===== config.mk =====
export PLATFORM = sky130hd
export DESIGN_NAME = com_sort_ctrl
export DESIGN_NICKNAME = d
export VERILOG_FILES = /design/src/rtl/com_sort_ctrl.sv
export SDC_FILE = /design/constraint.sdc
export NUM_CORES = 1
export LEC_CHECK = 0
export CELL_PAD_IN_SITES_DETAIL_PLACEMENT = 1
export CELL_PAD_IN_SITES_GLOBAL_PLACEMENT = 1
export CORE_UTILIZATION = 30
export CTS_CLUSTER_DIAMETER = 50
export CTS_CLUSTER_SIZE = 20
export DETAILED_ROUTE_END_ITERATION = 10
export HOLD_SLACK_MARGIN = 0.03
export PLACE_DENSITY = 0.67
export SLEW_MARGIN = 20
export SYNTH_ARGS = -nofsm -noshare
export SYNTH_HDL_FRONTEND = slang
export SYNTH_SLANG_ARGS = --single-unit

===== constraint.sdc =====
create_clock -name clk -period 3.5 [get_ports clk]
set_input_delay 1.05 -clock clk [delete_from_list [all_inputs] [get_ports clk]]
set_output_delay 1.05 -clock clk [all_outputs]
set_load 0.01 [all_outputs]

===== src/rtl/com_sort_ctrl.sv =====
// Four-entry descending sort controller sharing one greater-than comparator.
// Optional build macro SORT_EARLY_EXIT_EN ends the sort after a pass with no swaps.
module com_sort_ctrl #(
  parameter int W = 4
) (
  input  logic         clk,
  input  logic         rst_n,
  input  logic         start,
  input  logic [W-1:0] d0,
  input  logic [W-1:0] d1,
  input  logic [W-1:0] d2,
  input  logic [W-1:0] d3,
  output logic [W-1:0] q0,
  output logic [W-1:0] q1,
  output logic [W-1:0] q2,
  output logic [W-1:0] q3,
  output logic         busy,
  output logic         done,
  output logic [2:0]   swap_cnt
);

  typedef enum logic {IDLE, SORT} state_t;

  state_t       state, state_nxt;
  logic [W-1:0] r [4];
  logic [W-1:0] r_nxt [4];
  logic [1:0]   pass, pass_nxt;
  logic [1:0]   idx, idx_nxt;
  logic [1:0]   idx_hi;
  logic [2:0]   cnt_nxt;
  logic         done_nxt;
  logic [W-1:0] cmp_a, cmp_b;
  logic         cmp_x;
  logic         last_in_pass;
  logic         finish;

`ifdef SORT_EARLY_EXIT_EN
  logic pass_swapped, pass_swapped_nxt;
`endif

  // Single shared comparator: ai is the upper neighbour, bi the current slot
  assign idx_hi       = idx + 2'd1;
  assign cmp_a        = r[idx_hi];
  assign cmp_b        = r[idx];
  assign cmp_x        = cmp_a > cmp_b;
  assign last_in_pass = (idx == (2'd2 - pass));

`ifdef SORT_EARLY_EXIT_EN
  assign finish = ((pass == 2'd2) && (idx == 2'd0)) ||
                  (last_in_pass && !pass_swapped && !cmp_x);
`else
  assign finish = (pass == 2'd2) && (idx == 2'd0);
`endif

  assign busy     = (state == SORT);
  assign q0       = r[0];
  assign q1       = r[1];
  assign q2       = r[2];
  assign q3       = r[3];

  always_comb begin
    state_nxt = state;
    r_nxt     = r;
    pass_nxt  = pass;
    idx_nxt   = idx;
    cnt_nxt   = swap_cnt;
    done_nxt  = 1'b0;
`ifdef SORT_EARLY_EXIT_EN
    pass_swapped_nxt = pass_swapped;
`endif
    case (state)
      IDLE: begin
        if (start) begin
          r_nxt[0]  = d0;
          r_nxt[1]  = d1;
          r_nxt[2]  = d2;
          r_nxt[3]  = d3;
          pass_nxt  = 2'd0;
          idx_nxt   = 2'd0;
          cnt_nxt   = 3'd0;
          state_nxt = SORT;
`ifdef SORT_EARLY_EXIT_EN
          pass_swapped_nxt = 1'b0;
`endif
        end
      end
      SORT: begin
        // Strict greater-than: equal neighbours stay in place
        if (cmp_x) begin
          r_nxt[idx]    = cmp_a;
          r_nxt[idx_hi] = cmp_b;
          cnt_nxt       = swap_cnt + 3'd1;
        end
        if (last_in_pass) begin
          pass_nxt = pass + 2'd1;
          idx_nxt  = 2'd0;
        end else begin
          idx_nxt  = idx + 2'd1;
        end
`ifdef SORT_EARLY_EXIT_EN
        pass_swapped_nxt = last_in_pass ? 1'b0 : (pass_swapped | cmp_x);
`endif
        if (finish) begin
          state_nxt = IDLE;
          done_nxt  = 1'b1;
        end
      end
    endcase
  end

  always_ff @(posedge clk or negedge rst_n) begin
    if (!rst_n) begin
      state    <= IDLE;
      for (int i = 0; i < 4; i++) r[i] <= '0;
      pass     <= 2'd0;
      idx      <= 2'd0;
      swap_cnt <= 3'd0;
      done     <= 1'b0;
`ifdef SORT_EARLY_EXIT_EN
      pass_swapped <= 1'b0;
`endif
    end else begin
      state    <= state_nxt;
      for (int i = 0; i < 4; i++) r[i] <= r_nxt[i];
      pass     <= pass_nxt;
      idx      <= idx_nxt;
      swap_cnt <= cnt_nxt;
      done     <= done_nxt;
`ifdef SORT_EARLY_EXIT_EN
      pass_swapped <= pass_swapped_nxt;
`endif
    end
  end

endmodule


==> Flow_metrics.wiki, run 1 <==
{| class="wikitable"
! Metric !! Value
|-
| Routed vias/inst || 5.39
|-
| Clock tree buffer depth || 2
|-
| Min-Delay Path Class || reg -> reg
|-
| Clock tree from TritonCTS || done
|-
| Post-synthesis cell area || 0.00178 mm2
|-
| Worst Setup Start Kind || register
|-
| Clk_lat worst skew || about 270 ps
|-
| Post-synthesis simple-gate area fraction || 0.103
|-
| Final max-slew violation count || 0
|-
| Final global-route overflow total || 0
|-
| Synthesized area divided by synthesized cell count || 10.4 um2
|-
| Final setup violating endpoints || 0
|-
| GPL Wtd Cong || 0.786
|-
| Clock Root Buffer || sky130_fd_sc_hd__clkbuf_8
|-
| Crit share post-route || 0.866
|-
| Number of global-route vias before repair || 1,634
|-
| Fraction of the yosys area taken by sequential cells || 0.351
|-
| Compound-cell area share of the yosys netlist || 0.173
|-
| Run status || completed
|-
| Wire length of the first global-routing pass || 8.89 mm
|-
| Drt drc || 0
|-
| Cell count after synthesis || 171
|-
| Number of levels in the clock H-tree || 1
|-
| Detailed-placement wirelength estimate || between 4 and 5 mm
|-
| Post-CTS Hold Buffers || 0
|-
| Mapped Nets || 200
|-
| Synthesized-area fraction occupied by adder cells || 0.0701
|-
| Full die area || 0.00626 mm2
|-
| Top post-synthesis cells by count || sky130_fd_sc_hd__dfrtp_1 (25), sky130_fd_sc_hd__nor2_1 (22), sky130_fd_sc_hd__a21oi_1 (18), sky130_fd_sc_hd__o22ai_1 (16), sky130_fd_sc_hd__mux2_2 (13)
|-
| Unrepaired setup endpoints after global routing || false
|-
| Crit path arrival time || roughly 3200 ps
|-
| Post-synthesis to final-layout area growth || 28.2%
|-
| Number of I/O pins || 40
|-
| Synth area leader || sky130_fd_sc_hd__dfrtp_1
|-
| Worst slack at placement || 474 ps
|-
| Antenna viol nets, final || 0
|-
| Share of layout cells above drive strength 1 || 0.175
|-
| Number of I/O port buffers || 39
|-
| First-pass detailed-route iteration total || 4
|-
| Ys Warns || 0
|-
| Count of flip-flops with a built-in enable after synthesis || 0
|-
| Die X-Extent || 79.1 um
|-
| Number of failing hold endpoints at the final stage || 0
|-
| Number of instances resized during post-cts repair || 0
|-
| Final Net Count || roughly 240
|-
| Xor/xnor share of the synthesized area || 0.0147
|-
| Number of design-rule violations left by the first detailed-router iteration || 81
|-
| Post-CTS repair timing setup buffer count || 0
|-
| Final wirelength || ~5.5 mm
|-
| Maximum number of pins on one net before global-route repair || 28
|-
| Total track usage || 0.188
|-
| Placement Rows || 27
|-
| Number of CTS-inserted buffers || 3
|-
| Data required, critical path || between 3000 and 4000 ps
|-
| Time the worst path needs with I/O delays and setup || roughly 3000 ps
|-
| Core area || 0.00561 mm2
|-
| Number of distinct library cells after synthesis || 31
|-
| Clock slew seen by the registers of the worst setup and hold paths || 90 ps
|-
| Fill cell count || 659
|-
| Maximum achievable frequency || 0.330 GHz
|-
| Top area cells in the synthesized netlist || sky130_fd_sc_hd__dfrtp_1 (35%), sky130_fd_sc_hd__mux2_2 (8.2%), sky130_fd_sc_hd__mux4_2 (7.6%), sky130_fd_sc_hd__ha_1 (7.0%), sky130_fd_sc_hd__o22ai_1 (5.6%)
|-
| Fin Setup TNS || 0 ps
|-
| Height of the chip || 79.1 um
|-
| Max_cap viols || 0
|-
| Crit-path max FO || 13
|-
| Mux contribution to synthesized area || 0.238
|-
| Slew margin rel. || 0.643
|-
| Antenna cells || 0
|-
| Vias || 1,526
|-
| Cell with the most instances after synthesis || sky130_fd_sc_hd__dfrtp_1
|-
| Crit Path Class || reg -> reg
|-
| Initial core utilization || 0.318
|-
| Fraction of registers with async set/reset || 1.00
|-
| Flop and latch count out of synthesis || 25
|-
| DR WL/cell || approximately 19 um
|-
| Share of the synthesized area in the top cell type || 0.351
|-
| Worst-case clock skew || roughly 2.1 ps
|-
| Measured slew at the worst slew-check pin || ~540 ps
|-
| Capturing element type of the critical path || register
|-
| Dominant combinational cell family by area after synthesis || multiplexers
|-
| Main flop type after synthesis || sky130_fd_sc_hd__dfrtp_1
|-
| Final critical-path setup slack || 470 ps
|-
| Number of antenna violations at the first check in global routing || 0
|-
| Count of clock tree sinks || 25
|}
==> routing by layer <==
metal / up-vias / part of all wire / GRT usage
met2: 50 / 0.46 / 0.293
met1: 759 / 0.48 / 0.276
met5: - / 0 / 0
li1: 711 / - / -
met4: 0 / 0.010 / 0.0273
met3: 6 / 0.049 / 0.0310
==> cell families (layout without fill, tap and decap cells) <==
logic type,Yosys count,in the layout
AOI/OAI and AO/OA,46,46
and+or+nand+nor,42,42
muxes,28,28
DFF,25,25
buffers and inverters,17,57
adders and majority gates,10,10
xor gates and xnor gates,3,3
==> per-stage QoR <==
| stage | cell area (um2) | std cells | util | hold WS (ps) |
|---|---|---|---|---|
| CTS | 2290 | 283 | 0.408 | 511 |
| floorplan | 1780 | 171 | - | 500 |
| global route | 2290 | 283 | 0.408 | 514 |
| finish | 2290 | 283 | 0.408 | 498 |
| global placement | 2240 | 279 | 0.400 | 470 |
| detailed placement | 2240 | 279 | 0.400 | 498 |
==> final cells by class <==
class	count	area (um2)	area share
Timing Repair Buffer	43	420	0.184
Multi-Input combinational cell	129	1070	0.467
Clock buffer	4	45.0	0.0197
Inverter	10	37.5	0.0164
Tap cell	72	90.1	0.0394
Sequential cell	25	626	0.274
==> critical path, stage by stage, from the launching register on <==
cell                       delay (ps)
sky130_fd_sc_hd__dfrtp_1          370
sky130_fd_sc_hd__buf_4            240
sky130_fd_sc_hd__mux4_1           690
sky130_fd_sc_hd__ha_1             340
sky130_fd_sc_hd__nor2b_1          170
sky130_fd_sc_hd__o211ai_2         200
sky130_fd_sc_hd__a211oi_2         520
sky130_fd_sc_hd__mux2_2           390
==> layout by cell type (no fill, tap or decap), types with 2 or more instances in the layout <==
cell                              netlist  layout
sky130_fd_sc_hd__buf_4                  0       4
sky130_fd_sc_hd__ha_1                  10      10
sky130_fd_sc_hd__mux2_4                 4       4
sky130_fd_sc_hd__a21oi_1               18      18
sky130_fd_sc_hd__nor2_1                22      22
sky130_fd_sc_hd__xnor2_1                3       3
sky130_fd_sc_hd__nand2b_1               5       5
sky130_fd_sc_hd__mux2i_1                3       3
sky130_fd_sc_hd__inv_1                 10      10
sky130_fd_sc_hd__mux4_2                 6       6
sky130_fd_sc_hd__nand2_1               10      10
sky130_fd_sc_hd__a211oi_2               4       4
sky130_fd_sc_hd__o22ai_1               16      16
sky130_fd_sc_hd__a22o_1                 2       2
sky130_fd_sc_hd__mux4_1                 2       2
sky130_fd_sc_hd__clkbuf_8               0       3
sky130_fd_sc_hd__clkdlybuf4s50_1        0      39
sky130_fd_sc_hd__dfrtp_1               25      25
sky130_fd_sc_hd__mux2_2                13      13
==> worst paths after layout <==
| kind | depth (start not counted) | from | slack [ps] | endpoint |
|---|---|---|---|---|
| min in group asynchronous | 2 | rst_n | 1130 | pass[0] |
| setup / recovery | 7 | idx[0] | 470 | q2[0] |
| setup reg to reg | 7 | idx[0] | 470 | q2[0] |
| max in group asynchronous | 2 | rst_n | 2110 | swap_cnt[0] |
| hold / removal | 1 | swap_cnt[2] | 500 | swap_cnt[2] |
| hold reg to reg | 1 | swap_cnt[2] | 500 | swap_cnt[2] |
==> registers in the layout (all words and copies together), names as in the netlist <==
register	flops
q3	4
pass	2
done	1
idx	2
q0	4
q2	4
swap_cnt	3
busy	1
q1	4
Power of run 1 is not shown: default switching activity piles up to over one toggle a cycle in this logic, so the estimate is an artifact.
==> run 2, diff against run 1 <==
--- a/config.mk
+++ b/config.mk
@@ -5,6 +5,7 @@
 export SDC_FILE = /design/constraint.sdc
 export NUM_CORES = 1
 export LEC_CHECK = 0
+export CAP_MARGIN = 20
 export CELL_PAD_IN_SITES_DETAIL_PLACEMENT = 1
 export CELL_PAD_IN_SITES_GLOBAL_PLACEMENT = 1
 export CORE_UTILIZATION = 30
@@ -13,6 +14,7 @@
 export DETAILED_ROUTE_END_ITERATION = 10
 export HOLD_SLACK_MARGIN = 0.03
 export PLACE_DENSITY = 0.67
+export SKIP_CTS_REPAIR_TIMING = 1
 export SLEW_MARGIN = 20
 export SYNTH_ARGS = -nofsm -noshare
 export SYNTH_HDL_FRONTEND = slang
==> constraint.sdc (replaced) <==
create_clock -name clk -period 3.9 [get_ports clk]
set_input_delay 1.17 -clock clk [delete_from_list [all_inputs] [get_ports clk]]
set_output_delay 1.17 -clock clk [all_outputs]
set_load 0.01 [all_outputs]
==> run 2 against run 1 <==
Compared with the run above: via count down 1.5%; clock skew is 1.6 ps higher; hold slack worse by 12 ps; first-iteration DRC count is 22% lower; die area is the same; clock-buffer cell count stayed put; critical path depth rose by 1; utilization is 0.13 points lower; sequential cell count stayed put; sequential share of layout area increased by 0.090 points; critical path type unchanged.
==> Flow_metrics.wiki, run 2 (same netlist as run 1, synthesis figures left out) <==
{| class="wikitable"
! Metric !! Value
|-
| Run status || completed (unchanged)
|-
| Clock tree buffer depth || 2 (unchanged)
|-
| Final setup violating endpoints || 0 (unchanged)
|-
| Final global-route overflow total || 0 (unchanged)
|-
| Maximum number of pins on one net before global-route repair || 35 (was 28)
|-
| Vias || 1,503 (was 1,526)
|-
| Die X-Extent || 79.1 um (unchanged)
|-
| Clock tree from TritonCTS || done (unchanged)
|-
| Number of global-route vias before repair || 1,550 (was 1,634)
|-
| Final Net Count || 240 (was 241)
|-
| Number of design-rule violations left by the first detailed-router iteration || 63 (was 81)
|-
| Number of I/O pins || 40 (unchanged)
|-
| Post-synthesis to final-layout area growth || 27.8% (was 28.2%)
|-
| Most used cells in the layout excluding fill and tap cells || sky130_fd_sc_hd__clkdlybuf4s50_1 (39), sky130_fd_sc_hd__dfrtp_1 (25), sky130_fd_sc_hd__nor2_1 (22) (unchanged)
|-
| Number of failing hold endpoints at the final stage || 0 (unchanged)
|-
| Clk_lat worst skew || 270 ps (about the same)
|-
| Crit path arrival time || 3500 ps (was 3200 ps)
|-
| Share of layout cells above drive strength 1 || 0.171 (was 0.175)
|-
| Number of levels in the clock H-tree || 1 (unchanged)
|-
| Clock Root Buffer || sky130_fd_sc_hd__clkbuf_8 (unchanged)
|-
| Number of I/O port buffers || 39 (unchanged)
|-
| Final wirelength || 5.48 mm (about the same)
|-
| GPL Wtd Cong || 0.816 (was 0.786)
|-
| Wire length of the first global-routing pass || 8.69 mm (was 8.89 mm)
|-
| Unrepaired setup endpoints after global routing || false (unchanged)
|-
| Data required, critical path || 4070 ps (was 3670 ps)
|-
| Total track usage || 0.189 (was 0.188)
|-
| Measured slew at the worst slew-check pin || 491 ps (was 535 ps)
|-
| Height of the chip || 79.1 um (unchanged)
|-
| Detailed-placement wirelength estimate || 4.06 mm (was 4.08 mm)
|-
| Number of non-filler instances in the completed layout || 282 (was 283)
|-
| Initial core utilization || 0.318 (unchanged)
|-
| Placement Rows || 27 (unchanged)
|-
| Worst Setup Start Kind || register (unchanged)
|-
| Max_cap viols || 0 (unchanged)
|-
| DR WL/cell || 19.4 um (about the same)
|-
| Multi-input combinational cell area || 0.00107 mm2 (unchanged)
|-
| Capturing element type of the critical path || register (unchanged)
|-
| Full die area || 0.00626 mm2 (unchanged)
|-
| Crit share post-route || 0.855 (was 0.866)
|-
| Placed cell count || 278 (was 279)
|-
| Time the worst path needs with I/O delays and setup || 3330 ps (was 3030 ps)
|-
| Number of CTS-inserted buffers || 3 (unchanged)
|-
| Crit-path max FO || 8 (was 13)
|-
| Antenna viol nets, final || 0 (unchanged)
|-
| Drt drc || 0 (unchanged)
|-
| Fin Setup TNS || 0 ps (unchanged)
|-
| Most frequent standard cell in the layout excluding fill and tap cells || sky130_fd_sc_hd__clkdlybuf4s50_1 (unchanged)
|-
| Number of antenna violations at the first check in global routing || 0 (unchanged)
|-
| First-pass detailed-route iteration total || 4 (unchanged)
|-
| Final max-slew violation count || 0 (unchanged)
|-
| Crit Path Class || reg -> reg (unchanged)
|-
| Antenna cells || 0 (unchanged)
|-
| Min-Delay Path Class || reg -> reg (unchanged)
|-
| Count of clock tree sinks || 25 (unchanged)
|-
| Slew margin rel. || 0.672 (was 0.643)
|-
| Worst-case clock skew || 3.66 ps (was 2.10 ps)
|-
| Fill cell count || 661 (was 659)
|-
| Seq. cell area || 626 um2 (unchanged)
|-
| Maximum achievable frequency || 0.300 GHz (was 0.330 GHz)
|-
| Routed vias/inst || 5.33 (was 5.39)
|-
| Core area || 0.00561 mm2 (unchanged)
|-
| Clock slew seen by the registers of the worst setup and hold paths || 90 ps (about the same)
|}
[run 2: routing by layer]
metal | up-vias | global-route usage | wire length, um
met5 | - | 0 | 0
met4 | 0 | 0.0364 | 63
met3 | 5 | 0.0368 | 280
met2 | 40 | 0.309 | 2640
met1 | 747 | 0.258 | 2500
li1 | 711 | - | -
[run 2: worst paths after layout]
path | startpoint | to | slack, ps | cells past startpoint
setup / recovery | idx[1] | q2[0] | 570 | 8
hold / removal | swap_cnt[2] | swap_cnt[2] | 490 | 1
setup reg to reg | idx[1] | q2[0] | 570 | 8
hold reg to reg | swap_cnt[2] | swap_cnt[2] | 490 | 1
max in group asynchronous | rst_n | q3[3] | 2380 | 2
min in group asynchronous | rst_n | idx[0] | 1270 | 2
[run 2: metrics by stage]
step                      utilization  hold slack (ps)  worst slack (ps)  area [um2]
after floorplan                     -              500              1080        1780
after global placement          0.398              464               755        2230
after detailed placement        0.398              478               627        2230
after CTS                       0.407              491               548        2280
after global routing            0.407              527               345        2280
final                           0.407              486               566        2280
[run 2: worst max-delay path: stages (launching register included)]
cell                       delay (ps)
sky130_fd_sc_hd__dfrtp_1          580
sky130_fd_sc_hd__inv_1            150
sky130_fd_sc_hd__ha_1             410
sky130_fd_sc_hd__mux4_1           430
sky130_fd_sc_hd__ha_1             360
sky130_fd_sc_hd__nor2b_1          200
sky130_fd_sc_hd__o211ai_2         210
sky130_fd_sc_hd__a211oi_2         490
sky130_fd_sc_hd__mux2_2           390
[run 2: layout make-up]
cell class | count | share of cell area
clock buffer | 4 | 0.0198
multi-input combinational | 129 | 0.469
inverter | 10 | 0.0165
tap | 72 | 0.0395
sequential | 25 | 0.274
timing repair buffer | 42 | 0.181
Power of run 2 is left out for the same reason.
